### src/rtl/ex_mem_forward_pkg.sv
// ============================================================================
// Module  : ex_mem_forward_pkg
// Purpose : Shared pipeline definitions for the EX/MEM register and the
//           operand forwarding comparator: forward-select encodings, control
//           bit positions and the forwarding priority function.
// Revision: 1.0 - initial release
// ============================================================================
`default_nettype none

package ex_mem_forward_pkg;

    // ALU operand-select codes; 2'b11 is never produced.
    localparam logic [1:0] FWD_NONE  = 2'b00;
    localparam logic [1:0] FWD_MEMWB = 2'b01;
    localparam logic [1:0] FWD_EXMEM = 2'b10;

    // Control field widths and bit positions.
    localparam int WB_W            = 2;
    localparam int MEM_W           = 2;
    localparam int WB_REGWRITE_BIT = 1;
    localparam int WB_MEMTOREG_BIT = 0;
    localparam int MEM_READ_BIT    = 0;
    localparam int MEM_WRITE_BIT   = 1;

    // Priority select for one operand: the younger EX/MEM result wins over
    // MEM/WB, and register 0 is hard-wired so it is never forwarded.
    function automatic logic [1:0] fwd_select(
        input logic       exmem_regwrite,
        input logic [7:0] exmem_rd,
        input logic       memwb_regwrite,
        input logic [7:0] memwb_rd,
        input logic [7:0] operand
    );
        logic [1:0] sel;
        sel = FWD_NONE;
        if (exmem_regwrite && (exmem_rd != 8'd0) && (exmem_rd == operand)) begin
            sel = FWD_EXMEM;
        end else if (memwb_regwrite && (memwb_rd != 8'd0) && (memwb_rd == operand)) begin
            sel = FWD_MEMWB;
        end
        return sel;
    endfunction

endpackage

`default_nettype wire

### src/rtl/ex_mem_forward_if.sv
// ============================================================================
// Module  : ex_mem_forward_if
// Purpose : Bundles the EX-stage inputs, hazard-detection inputs and the
//           EX/MEM register / forwarding outputs of ex_mem_forward.
// Revision: 1.0 - initial release
// ============================================================================
`default_nettype none

interface ex_mem_forward_if #(
    parameter int DATA_W = 32,
    parameter int REG_W  = 5
);
    // EX-stage values captured into the EX/MEM register
    logic [1:0]        WB_i;
    logic [1:0]        MEM_i;
    logic [DATA_W-1:0] ALUOut_i;
    logic [DATA_W-1:0] mux7_i;
    logic [REG_W-1:0]  mux8_i;

    // Operands of the instruction in EX and the MEM/WB writer
    logic [REG_W-1:0]  ID_EX_RegRs_i;
    logic [REG_W-1:0]  ID_EX_RegRt_i;
    logic              MEM_WB_RegWrite_i;
    logic [REG_W-1:0]  MEM_WB_RegRd_i;

    // EX/MEM register contents
    logic [1:0]        WB_o;
    logic [DATA_W-1:0] ALUOut_o;
    logic [DATA_W-1:0] mux7_o;
    logic [REG_W-1:0]  mux8_o;
    logic              memRead_o;
    logic              memWrite_o;

    // Operand select codes
    logic [1:0]        ForwardA_o;
    logic [1:0]        ForwardB_o;

    // Pipeline-register side
    modport slave (
        input  WB_i, MEM_i, ALUOut_i, mux7_i, mux8_i,
        input  ID_EX_RegRs_i, ID_EX_RegRt_i, MEM_WB_RegWrite_i, MEM_WB_RegRd_i,
        output WB_o, ALUOut_o, mux7_o, mux8_o, memRead_o, memWrite_o,
        output ForwardA_o, ForwardB_o
    );

    // Surrounding pipeline side
    modport master (
        output WB_i, MEM_i, ALUOut_i, mux7_i, mux8_i,
        output ID_EX_RegRs_i, ID_EX_RegRt_i, MEM_WB_RegWrite_i, MEM_WB_RegRd_i,
        input  WB_o, ALUOut_o, mux7_o, mux8_o, memRead_o, memWrite_o,
        input  ForwardA_o, ForwardB_o
    );
endinterface

`default_nettype wire

### src/rtl/ex_mem_forward_forwarding_unit.sv
// ============================================================================
// Module  : forwarding_unit
// Purpose : Combinational comparator choosing the ALU operand source for Rs
//           and Rt from the EX/MEM and MEM/WB destination registers.
// Revision: 1.0 - initial release
// ============================================================================
`default_nettype none

module forwarding_unit
    import ex_mem_forward_pkg::*;
#(
    parameter int REG_W = 5
) (
    input  wire logic             exmem_regwrite,
    input  wire logic [REG_W-1:0] exmem_rd,
    input  wire logic             memwb_regwrite,
    input  wire logic [REG_W-1:0] memwb_rd,
    input  wire logic [REG_W-1:0] rs,
    input  wire logic [REG_W-1:0] rt,
    output logic      [1:0]       forward_a,
    output logic      [1:0]       forward_b
);

    // Register numbers widened to the comparator width used by fwd_select.
    logic [7:0] exmem_rd_w;
    logic [7:0] memwb_rd_w;
    logic [7:0] rs_w;
    logic [7:0] rt_w;

    assign exmem_rd_w = 8'(exmem_rd);
    assign memwb_rd_w = 8'(memwb_rd);
    assign rs_w       = 8'(rs);
    assign rt_w       = 8'(rt);

    // Rs and Rt are judged independently with the same priority rule.
    always_comb begin
        forward_a = fwd_select(exmem_regwrite, exmem_rd_w, memwb_regwrite, memwb_rd_w, rs_w);
        forward_b = fwd_select(exmem_regwrite, exmem_rd_w, memwb_regwrite, memwb_rd_w, rt_w);
    end

endmodule

`default_nettype wire

### src/rtl/ex_mem_forward.sv
// ============================================================================
// Module  : ex_mem_forward
// Purpose : EX/MEM pipeline register with operand forwarding selection.
//           Captures the EX-stage results every cycle and derives ForwardA/B
//           from the registered destination plus the MEM/WB writer.
// Revision: 1.0 - initial release
// ============================================================================
`default_nettype none

module ex_mem_forward
    import ex_mem_forward_pkg::*;
#(
    parameter int DATA_W = 32,
    parameter int REG_W  = 5
) (
    input  wire logic         clk_i,
    input  wire logic         rst_n,
    ex_mem_forward_if.slave   bus
);

    logic [WB_W-1:0]   wb_reg;
    logic [MEM_W-1:0]  mem_reg;
    logic [DATA_W-1:0] alu_reg;
    logic [DATA_W-1:0] store_reg;
    logic [REG_W-1:0]  rd_reg;
    logic [1:0]        forward_a;
    logic [1:0]        forward_b;

    // EX/MEM register: unconditional capture every cycle, cleared by reset.
    always_ff @(posedge clk_i or negedge rst_n) begin
        if (!rst_n) begin
            wb_reg    <= '0;
            mem_reg   <= '0;
            alu_reg   <= '0;
            store_reg <= '0;
            rd_reg    <= '0;
        end else begin
            wb_reg    <= bus.WB_i;
            mem_reg   <= bus.MEM_i;
            alu_reg   <= bus.ALUOut_i;
            store_reg <= bus.mux7_i;
            rd_reg    <= bus.mux8_i;
        end
    end

    assign bus.WB_o       = wb_reg;
    assign bus.ALUOut_o   = alu_reg;
    assign bus.mux7_o     = store_reg;
    assign bus.mux8_o     = rd_reg;
    assign bus.memRead_o  = mem_reg[MEM_READ_BIT];
    assign bus.memWrite_o = mem_reg[MEM_WRITE_BIT];

    // The EX/MEM side of the comparator sees only registered values, so a
    // cleared register can never request EX/MEM forwarding.
    forwarding_unit #(
        .REG_W (REG_W)
    ) u_forwarding_unit (
        .exmem_regwrite (wb_reg[WB_REGWRITE_BIT]),
        .exmem_rd       (rd_reg),
        .memwb_regwrite (bus.MEM_WB_RegWrite_i),
        .memwb_rd       (bus.MEM_WB_RegRd_i),
        .rs             (bus.ID_EX_RegRs_i),
        .rt             (bus.ID_EX_RegRt_i),
        .forward_a      (forward_a),
        .forward_b      (forward_b)
    );

    assign bus.ForwardA_o = forward_a;
    assign bus.ForwardB_o = forward_b;

endmodule

`default_nettype wire

### src/flat_wrapper.sv
// flat-port wrapper written by rule: the top's interface ports become plain ports
module ex_mem_forward_flat import ex_mem_forward_pkg::*;
#(
    parameter int DATA_W = 32,
    parameter int REG_W  = 5
)
  (clk_i, rst_n, bus_WB_i, bus_MEM_i, bus_ALUOut_i, bus_mux7_i, bus_mux8_i, bus_ID_EX_RegRs_i, bus_ID_EX_RegRt_i, bus_MEM_WB_RegWrite_i, bus_MEM_WB_RegRd_i, bus_WB_o, bus_ALUOut_o, bus_mux7_o, bus_mux8_o, bus_memRead_o, bus_memWrite_o, bus_ForwardA_o, bus_ForwardB_o);
  ex_mem_forward_if #(.DATA_W(DATA_W), .REG_W(REG_W)) bus_i ();
  input  wire logic clk_i;
  input  wire logic rst_n;
  input wire logic [$bits(bus_i.WB_i)-1:0] bus_WB_i;
  input wire logic [$bits(bus_i.MEM_i)-1:0] bus_MEM_i;
  input wire logic [$bits(bus_i.ALUOut_i)-1:0] bus_ALUOut_i;
  input wire logic [$bits(bus_i.mux7_i)-1:0] bus_mux7_i;
  input wire logic [$bits(bus_i.mux8_i)-1:0] bus_mux8_i;
  input wire logic [$bits(bus_i.ID_EX_RegRs_i)-1:0] bus_ID_EX_RegRs_i;
  input wire logic [$bits(bus_i.ID_EX_RegRt_i)-1:0] bus_ID_EX_RegRt_i;
  input wire logic [$bits(bus_i.MEM_WB_RegWrite_i)-1:0] bus_MEM_WB_RegWrite_i;
  input wire logic [$bits(bus_i.MEM_WB_RegRd_i)-1:0] bus_MEM_WB_RegRd_i;
  output wire logic [$bits(bus_i.WB_o)-1:0] bus_WB_o;
  output wire logic [$bits(bus_i.ALUOut_o)-1:0] bus_ALUOut_o;
  output wire logic [$bits(bus_i.mux7_o)-1:0] bus_mux7_o;
  output wire logic [$bits(bus_i.mux8_o)-1:0] bus_mux8_o;
  output wire logic [$bits(bus_i.memRead_o)-1:0] bus_memRead_o;
  output wire logic [$bits(bus_i.memWrite_o)-1:0] bus_memWrite_o;
  output wire logic [$bits(bus_i.ForwardA_o)-1:0] bus_ForwardA_o;
  output wire logic [$bits(bus_i.ForwardB_o)-1:0] bus_ForwardB_o;
  assign bus_i.WB_i = bus_WB_i;
  assign bus_i.MEM_i = bus_MEM_i;
  assign bus_i.ALUOut_i = bus_ALUOut_i;
  assign bus_i.mux7_i = bus_mux7_i;
  assign bus_i.mux8_i = bus_mux8_i;
  assign bus_i.ID_EX_RegRs_i = bus_ID_EX_RegRs_i;
  assign bus_i.ID_EX_RegRt_i = bus_ID_EX_RegRt_i;
  assign bus_i.MEM_WB_RegWrite_i = bus_MEM_WB_RegWrite_i;
  assign bus_i.MEM_WB_RegRd_i = bus_MEM_WB_RegRd_i;
  assign bus_WB_o = bus_i.WB_o;
  assign bus_ALUOut_o = bus_i.ALUOut_o;
  assign bus_mux7_o = bus_i.mux7_o;
  assign bus_mux8_o = bus_i.mux8_o;
  assign bus_memRead_o = bus_i.memRead_o;
  assign bus_memWrite_o = bus_i.memWrite_o;
  assign bus_ForwardA_o = bus_i.ForwardA_o;
  assign bus_ForwardB_o = bus_i.ForwardB_o;
  ex_mem_forward #(.DATA_W(DATA_W), .REG_W(REG_W)) u_core (.clk_i(clk_i), .rst_n(rst_n), .bus(bus_i));
endmodule
### config.mk
export PLATFORM = sky130hd
export DESIGN_NAME = ex_mem_forward_flat
export DESIGN_NICKNAME = d
export VERILOG_FILES = /design/src/rtl/ex_mem_forward_pkg.sv /design/src/rtl/ex_mem_forward_if.sv /design/src/rtl/ex_mem_forward_forwarding_unit.sv /design/src/rtl/ex_mem_forward.sv /design/src/flat_wrapper.sv
export SDC_FILE = /design/constraint.sdc
export NUM_CORES = 1
export LEC_CHECK = 0
export ABC_AREA = 0
export BUFFER_PORTS_ARGS = -buffer_cell sky130_fd_sc_hd__clkbuf_2
export CORE_UTILIZATION = 30
export CTS_CLUSTER_SIZE = 10
export DETAILED_ROUTE_END_ITERATION = 8
export GPL_ROUTABILITY_DRIVEN = 0
export PLACE_DENSITY_LB_ADDON = 0.2
export SETUP_SLACK_MARGIN = 0.5
export SYNTH_ARGS = -nofsm -noshare
export SYNTH_HDL_FRONTEND = slang
export SYNTH_SLANG_ARGS = --single-unit
### constraint.sdc
create_clock -name clk_i -period 1.5 [get_ports clk_i]
set_input_delay 0.15 -clock clk_i [delete_from_list [all_inputs] [get_ports clk_i]]
set_output_delay 0.15 -clock clk_i [all_outputs]
set_load 0.02 [all_outputs]
==> results of run 1 <==
kinds of logic after synthesis:
logic type,Yosys count,share of synthesized area (%)
flip-flops,73,86.8
XOR/XNOR,20,8.32
AND/OR/NAND/NOR,13,4.10
AO/OA/AOI/OAI,1,0.416
buffers and inverters,1,0.357
placed cells by master, fill, tap and decap left out:
cell / count
dfrtp_1: 70
clkbuf_2: 90
nand4_1: 2
buf_12: 1
clkinvlp_4: 1
buf_8: 10
xor2_1: 4
buf_6: 5
nand3_1: 2
nor4_4: 2
or4_1: 2
xnor2_1: 16
inv_6: 1
clkinv_4: 2
clkbuf_8: 73
clkbuf_1: 1
nor2_1: 1
clkbuf_4: 1
dfrtp_2: 3
buf_4: 6
nor4_2: 2
dlygate4sd3_1: 74
clkinv_2: 1
nand2_1: 2
o21ai_2: 1
synth_stat cells:
master / n / area share, %
nor4_2: 2 / 1.2
o21ai_2: 1 / 0.42
xnor2_1: 16 / 6.7
nand3_1: 2 / 0.48
dfrtp_1: 73 / 87
nand2_1: 2 / 0.36
nand4_1: 2 / 0.59
buf_4: 1 / 0.36
nor2_1: 1 / 0.18
xor2_1: 4 / 1.7
or4_1: 2 / 0.71
nor4_1: 2 / 0.59
layer usage:
metal / vias up / track usage (%) / share of wire, %
met5: - / 0 / 0
met4: 0 / 8.79 / 2.8
met3: 15 / 8.85 / 8.3
met2: 115 / 35.3 / 53
met1: 926 / 21.0 / 36
li1: 872 / - / -
timing repair:
item                                    CTS  global route
hold buffers                             74             0
buffers inserted                          1             2
endpoints found under the hold margin   146             0
gates cloned                              0             0
resized for setup                       150            16
endpoints found under the setup margin   77            77
where the power goes:
| part | internal (mW) | switching (mW) |
|---|---|---|
| sequential | 2.07 | 0.0532 |
| combinational | 0.493 | 0.350 |
| clock | 0.655 | 0.734 |
cell type report:
cell class | instances | area [um^2]
Timing Repair Buffer | 250 | 2340
Clock inverter | 5 | 38.8
Multi-Input combinational cell | 34 | 300
Clock buffer | 11 | 141
Sequential cell | 73 | 1830
Tap cell | 96 | 120
Fill cell | 425 | 2030
per-stage QoR:
| stage | power [mW] | util, % | hold WS (ns) | setup slack (ns) |
|---|---|---|---|---|
| after global routing | 4.54 | 70.2 | 0.416 | -0.660 |
| after detailed placement | 2.64 | 46.3 | 0.194 | -0.270 |
| final | 4.35 | 70.2 | 0.385 | -0.578 |
| after CTS | 4.36 | 69.6 | 0.383 | -0.645 |
| after floorplan | 2.34 | - | -0.146 | -0.286 |
| after global placement | 2.64 | 46.3 | 0.193 | -0.208 |
final timing paths:
kind | startpoint | endpoint | slack [ns] | cells past startpoint
min in group clk_i | bus_mux7_i[20] | u_core.bus.mux7_o[20]$_DFF_PN0_ | 0.44 | 2
worst min-delay path | rst_n | u_core.bus.ALUOut_o[0]$_DFF_PN0_ | 0.39 | 3
worst max-delay path | u_core.bus.mux8_o[0]$_DFF_PN0_ | bus_ForwardA_o[0] | -0.58 | 5
max in group asynchronous | rst_n | u_core.bus.mux8_o[1]$_DFF_PN0_ | 0.80 | 3
==> summary.txt, run 1 <==
Status
  • Outcome: finished with violations
  • Violated checks: negative setup slack

Job
  • MaxCap Viol Count: 0

Synth
  • Mapped Area: 0.00210 mm^2
  • Synthesized instance count: 108
  • Mapped Avg Cell Area: 19.5 um^2
  • Synth warnings: 0
  • Unique masters post-synth: 12
  • Yosys reg bits: 73
  • Synthesized Nets: just under 200
  • Post-synthesis sequential area ratio: about 87%

Floorplan
  • Rows: 30
  • Die Ht: around 86 um
  • Die width: 85.8 um
  • Core area: ~0.0068 mm^2
  • Initial Utilization: 31.0%
  • Die area: 0.00735 mm^2
  • Top Ports: about 170

Drt
  • DR iter-0 viols: 24
  • Vias/cell: 4.11
  • Drt total wl: 7.16 mm
  • Remaining DRCs: 0
  • Drt pass-1 iters: 6
  • WL per Instance: 15.3 um
  • Via count: 1928
  • Routed Antenna Nets: 0

Timing
  • RSZ-0062 raised after global routing: yes
  • Final Slew Violations: 0
  • Final worst slack: -0.578 ns
  • Final setup vio count: 4
  • Achievable frequency: 481 MHz
  • Period utilisation layout: 139%
  • TNS Setup: -2.07 ns
  • Min Tclk post-route: 2.08 ns
  • Max transition margin: 71.5%
  • Final hold viol count: 0
  • Slew @ Worst Pin: 0.423 ns

CTS
  • Clock slew at reported path FFs: approximately 0.080 ns
  • CTS tree: built
  • CTS Buffer Depth: 2
  • CTS Buf Count: 9
  • Clock Tree Root: clkbuf_8
  • Htree depth: 3
  • Clk sinks: 73

Cells and area
  • Synthesis-to-layout area growth: 127%
  • Non-filler cells, final: between 400 and 500
  • Post-layout instance area: 0.00477 mm^2
  • Final Net Count: 459
  • # diodes: 0
  • Share of layout cells above drive strength 1: a little over half

Setup path
  • CP Launch Type: register
  • Crit Path Class: reg -> out
  • CP max FO: 2
  • Cells along the critical path: or4_1 > o21ai_2 > nor4_2 > nor4_4 > buf_4
  • CP Data Arrival Time: roughly 1.9 ns
  • Required time worst endpoint: 1.35 ns
  • Crit. End Element: output port
  • CP top delay family: simple AND/OR/NAND/NOR gates
  • Max incr delay on CP: about 0.53 ns
  • CP max stage cell: or4_1
  • WP buf/inv: 1

Placed design
  • Dpl cells: 376
  • Hpwl dp: 4.18 mm
  • Placed inst area: roughly 0.0031 mm^2
  • IO buf count: 167

Power
  • Power per cell area: about 900 mW/mm^2
  • Largest vdd supply drop: 0.785 mV
  • Lkg Pwr: around 2.3 nW

Global routing
  • Vias in the first global route: about 2200
  • GR Overflow Total: 0
  • All-Layer GR Usage: 20.1%
  • Initial antenna violation count: 0
  • First-pass GRT wire length: ~11 mm
  • Pin count of the biggest net entering global routing: 74

Min path
  • Hold Crit Class: in -> async
Power figures use the tool's default switching activity.
==> run 2: changes to the inputs <==
==> constraint.sdc (replaced) <==
create_clock -name clk_i -period 2.1 [get_ports clk_i]
set_input_delay 0.21 -clock clk_i [delete_from_list [all_inputs] [get_ports clk_i]]
set_output_delay 0.21 -clock clk_i [all_outputs]
set_load 0.02 [all_outputs]
==> summary.txt, run 2 (synthesis results as in run 1) <==
Setup path
  • CP Data Arrival Time: 1.86 ns (-0.07 ns)
  • CP max FO: 2 (unchanged)
  • CP max stage cell: or4_4
  • Max incr delay on CP: 0.54 ns (about the same)
  • Crit. End Element: output port
  • Cells along the critical path: or4_4 > o21ai_4 > nor4_4 > nor4_4 > buf_4
  • CP Launch Type: register
  • CP most frequent cell: nor4_4
  • Required time worst endpoint: 1.89 ns (+0.54 ns)
  • Critical Path End: bus_ForwardA_o[0]
  • Critical Path Source: u_core.bus.mux8_o[1]$_DFF_PN0_
  • Crit Path Class: reg -> out

Timing
  • RSZ-0062 raised after global routing: yes
  • Period utilisation layout: 98.6%
  • Min Tclk post-route: roughly 2.1 ns
  • Achievable frequency: 483 MHz
  • Final setup vio count: 0 (-4)
  • Final hold viol count: 0 (unchanged)
  • Slew @ Worst Pin: 0.576 ns (+0.153 ns)
  • Max transition margin: 61.6% (-10 points)
  • Final Slew Violations: 0 (unchanged)

Global routing
  • Vias in the first global route: 2101 (-4.0%)
  • GR Overflow Total: 0 (unchanged)
  • Pin count of the biggest net entering global routing: 46 (-38%)
  • First-pass GRT wire length: 10.1 mm (-5.5%)
  • Initial antenna violation count: 0 (unchanged)
  • All-Layer GR Usage: 18.9% (-1.2 points)

Power
  • Power per cell area: 752 mW/mm^2 (-18%)
  • Lkg Pwr: 2.07 nW (-9.9%)
  • Power Total: 3.12 mW (-28%)
  • Largest vdd supply drop: 0.560 mV (-29%)

Floorplan
  • Top Ports: 168 (unchanged)
  • Die width: 85.8 um (unchanged)
  • Rows: 30 (unchanged)
  • Die area: 0.00735 mm^2 (unchanged)
  • Core area: 0.00679 mm^2 (unchanged)
  • Initial Utilization: 31.0% (unchanged)
  • Die Ht: 85.8 um (unchanged)

CTS
  • CTS Buffer Depth: 2 (unchanged)
  • Clock slew at reported path FFs: 0.09 ns (about the same)
  • CTS tree: built
  • Htree depth: 3 (unchanged)
  • Clock Tree Root: clkbuf_8
  • Clk sinks: 73 (unchanged)
  • CTS Buf Count: 9 (unchanged)

Drt
  • Drt pass-1 iters: 6 (unchanged)
  • WL per Instance: 14.5 um (-5.1%)
  • Drt total wl: 6.73 mm (-6.1%)
  • DR iter-0 viols: 17 (-29%)
  • Remaining DRCs: 0 (unchanged)
  • Routed Antenna Nets: 0 (unchanged)
  • Via count: 1846 (-4.3%)
  • Vias/cell: 3.98 (-3.2%)

Placed design
  • Dpl cells: 371 (-1.3%)
  • Hpwl dp: 4.13 mm (-1.1%)
  • IO buf count: 167 (unchanged)

Job
  • MaxCap Viol Count: 0 (unchanged)

Cells and area
  • # diodes: 0 (unchanged)
  • Filler cell count: 523 (+23%)
  • Synthesis-to-layout area growth: 97.1%
  • Commonest non-fill, non-tap cell in the layout: clkbuf_2
  • Share of layout cells above drive strength 1: 54.6% (+1.3 points)
  • Non-filler cells, final: 464 (-1.1%)
  • Final Net Count: 454 (-1.1%)
  • Most frequent cells in the layout: clkbuf_2 (162), dlygate4sd3_1 (74), dfrtp_1 (69)

Min path
  • Hold Crit Class: in -> async

Status
  • Outcome: complete, no violations
-- run 2: worst max-delay path, delay by kind of cell, from the launching register on --
kind / cells / cell delay, ns
AND/OR/NAND/NOR: 3 / 0.75
AO/OA/AOI/OAI: 1 / 0.20
flip-flops: 1 / 0.40
buffers and inverters: 1 / 0.17
-- run 2: where the power goes --
group | switching (mW) | total (mW) | internal [mW] | leakage (nW)
sequential | 0.0260 | 1.50 | 1.48 | 0.847
combinational | 0.248 | 0.487 | 0.238 | 1.12
clock | 0.560 | 1.13 | 0.569 | 0.0988
-- run 2: stage by stage --
stage	cell area (um^2)	hold WS [ns]	TNS [ns]	setup slack, ns	util [%]
after floorplan	2140	-0.0856	0	0.254	-
after global placement	3110	0.245	0	0.296	45.7
after detailed placement	3110	0.254	0	0.248	45.7
after CTS	4150	0.403	-0.101	-0.0563	61.0
after global routing	4150	0.477	-0.0983	-0.0492	61.0
final	4150	0.432	0	0.0284	61.0
-- run 2: metal layers --
metal  routed length, um  part of all wire, %  vias to the layer above  track usage, %
li1                    -                    -                      857               -
met1                2410                   36                      874            19.7
met2                3560                   53                      109            32.6
met3                 699                   10                        6            10.2
met4                  58                 0.86                        0            6.52
met5                   0                    0                        -               0
-- run 2: area by class of cell --
class | count | area [um^2] | area share (%)
Timing Repair Buffer | 245 | 1640 | 39.4
Multi-Input combinational cell | 34 | 354 | 8.54
Clock buffer | 9 | 124 | 2.99
Sequential cell | 73 | 1830 | 44.2
Tap cell | 96 | 120 | 2.90
Clock inverter | 7 | 82.6 | 1.99
-- run 2: worst min-delay path by stage --
stage / cells after the start / start / slack, ns / end
floorplan: 0 / rst_n / -0.09 / u_core.bus.ALUOut_o[0]$_DFF_PN0_
global placement: 1 / rst_n / 0.25 / u_core.bus.ALUOut_o[27]$_DFF_PN0_
detailed placement: 1 / rst_n / 0.25 / u_core.bus.ALUOut_o[17]$_DFF_PN0_
CTS: 2 / rst_n / 0.40 / u_core.bus.ALUOut_o[17]$_DFF_PN0_
global route: 2 / rst_n / 0.48 / u_core.bus.ALUOut_o[27]$_DFF_PN0_
finish: 2 / rst_n / 0.43 / u_core.bus.ALUOut_o[27]$_DFF_PN0_
-- run 2: repair_timing --
item / 4_1_cts / 5_1_grt
resized for setup: 15 / 2
setup endpoints to repair: 4 / 4
buffers inserted: 3 / 0
pin swaps: 8 / 2
hold endpoints to repair: 117 / 0
hold buffers: 74 / 0
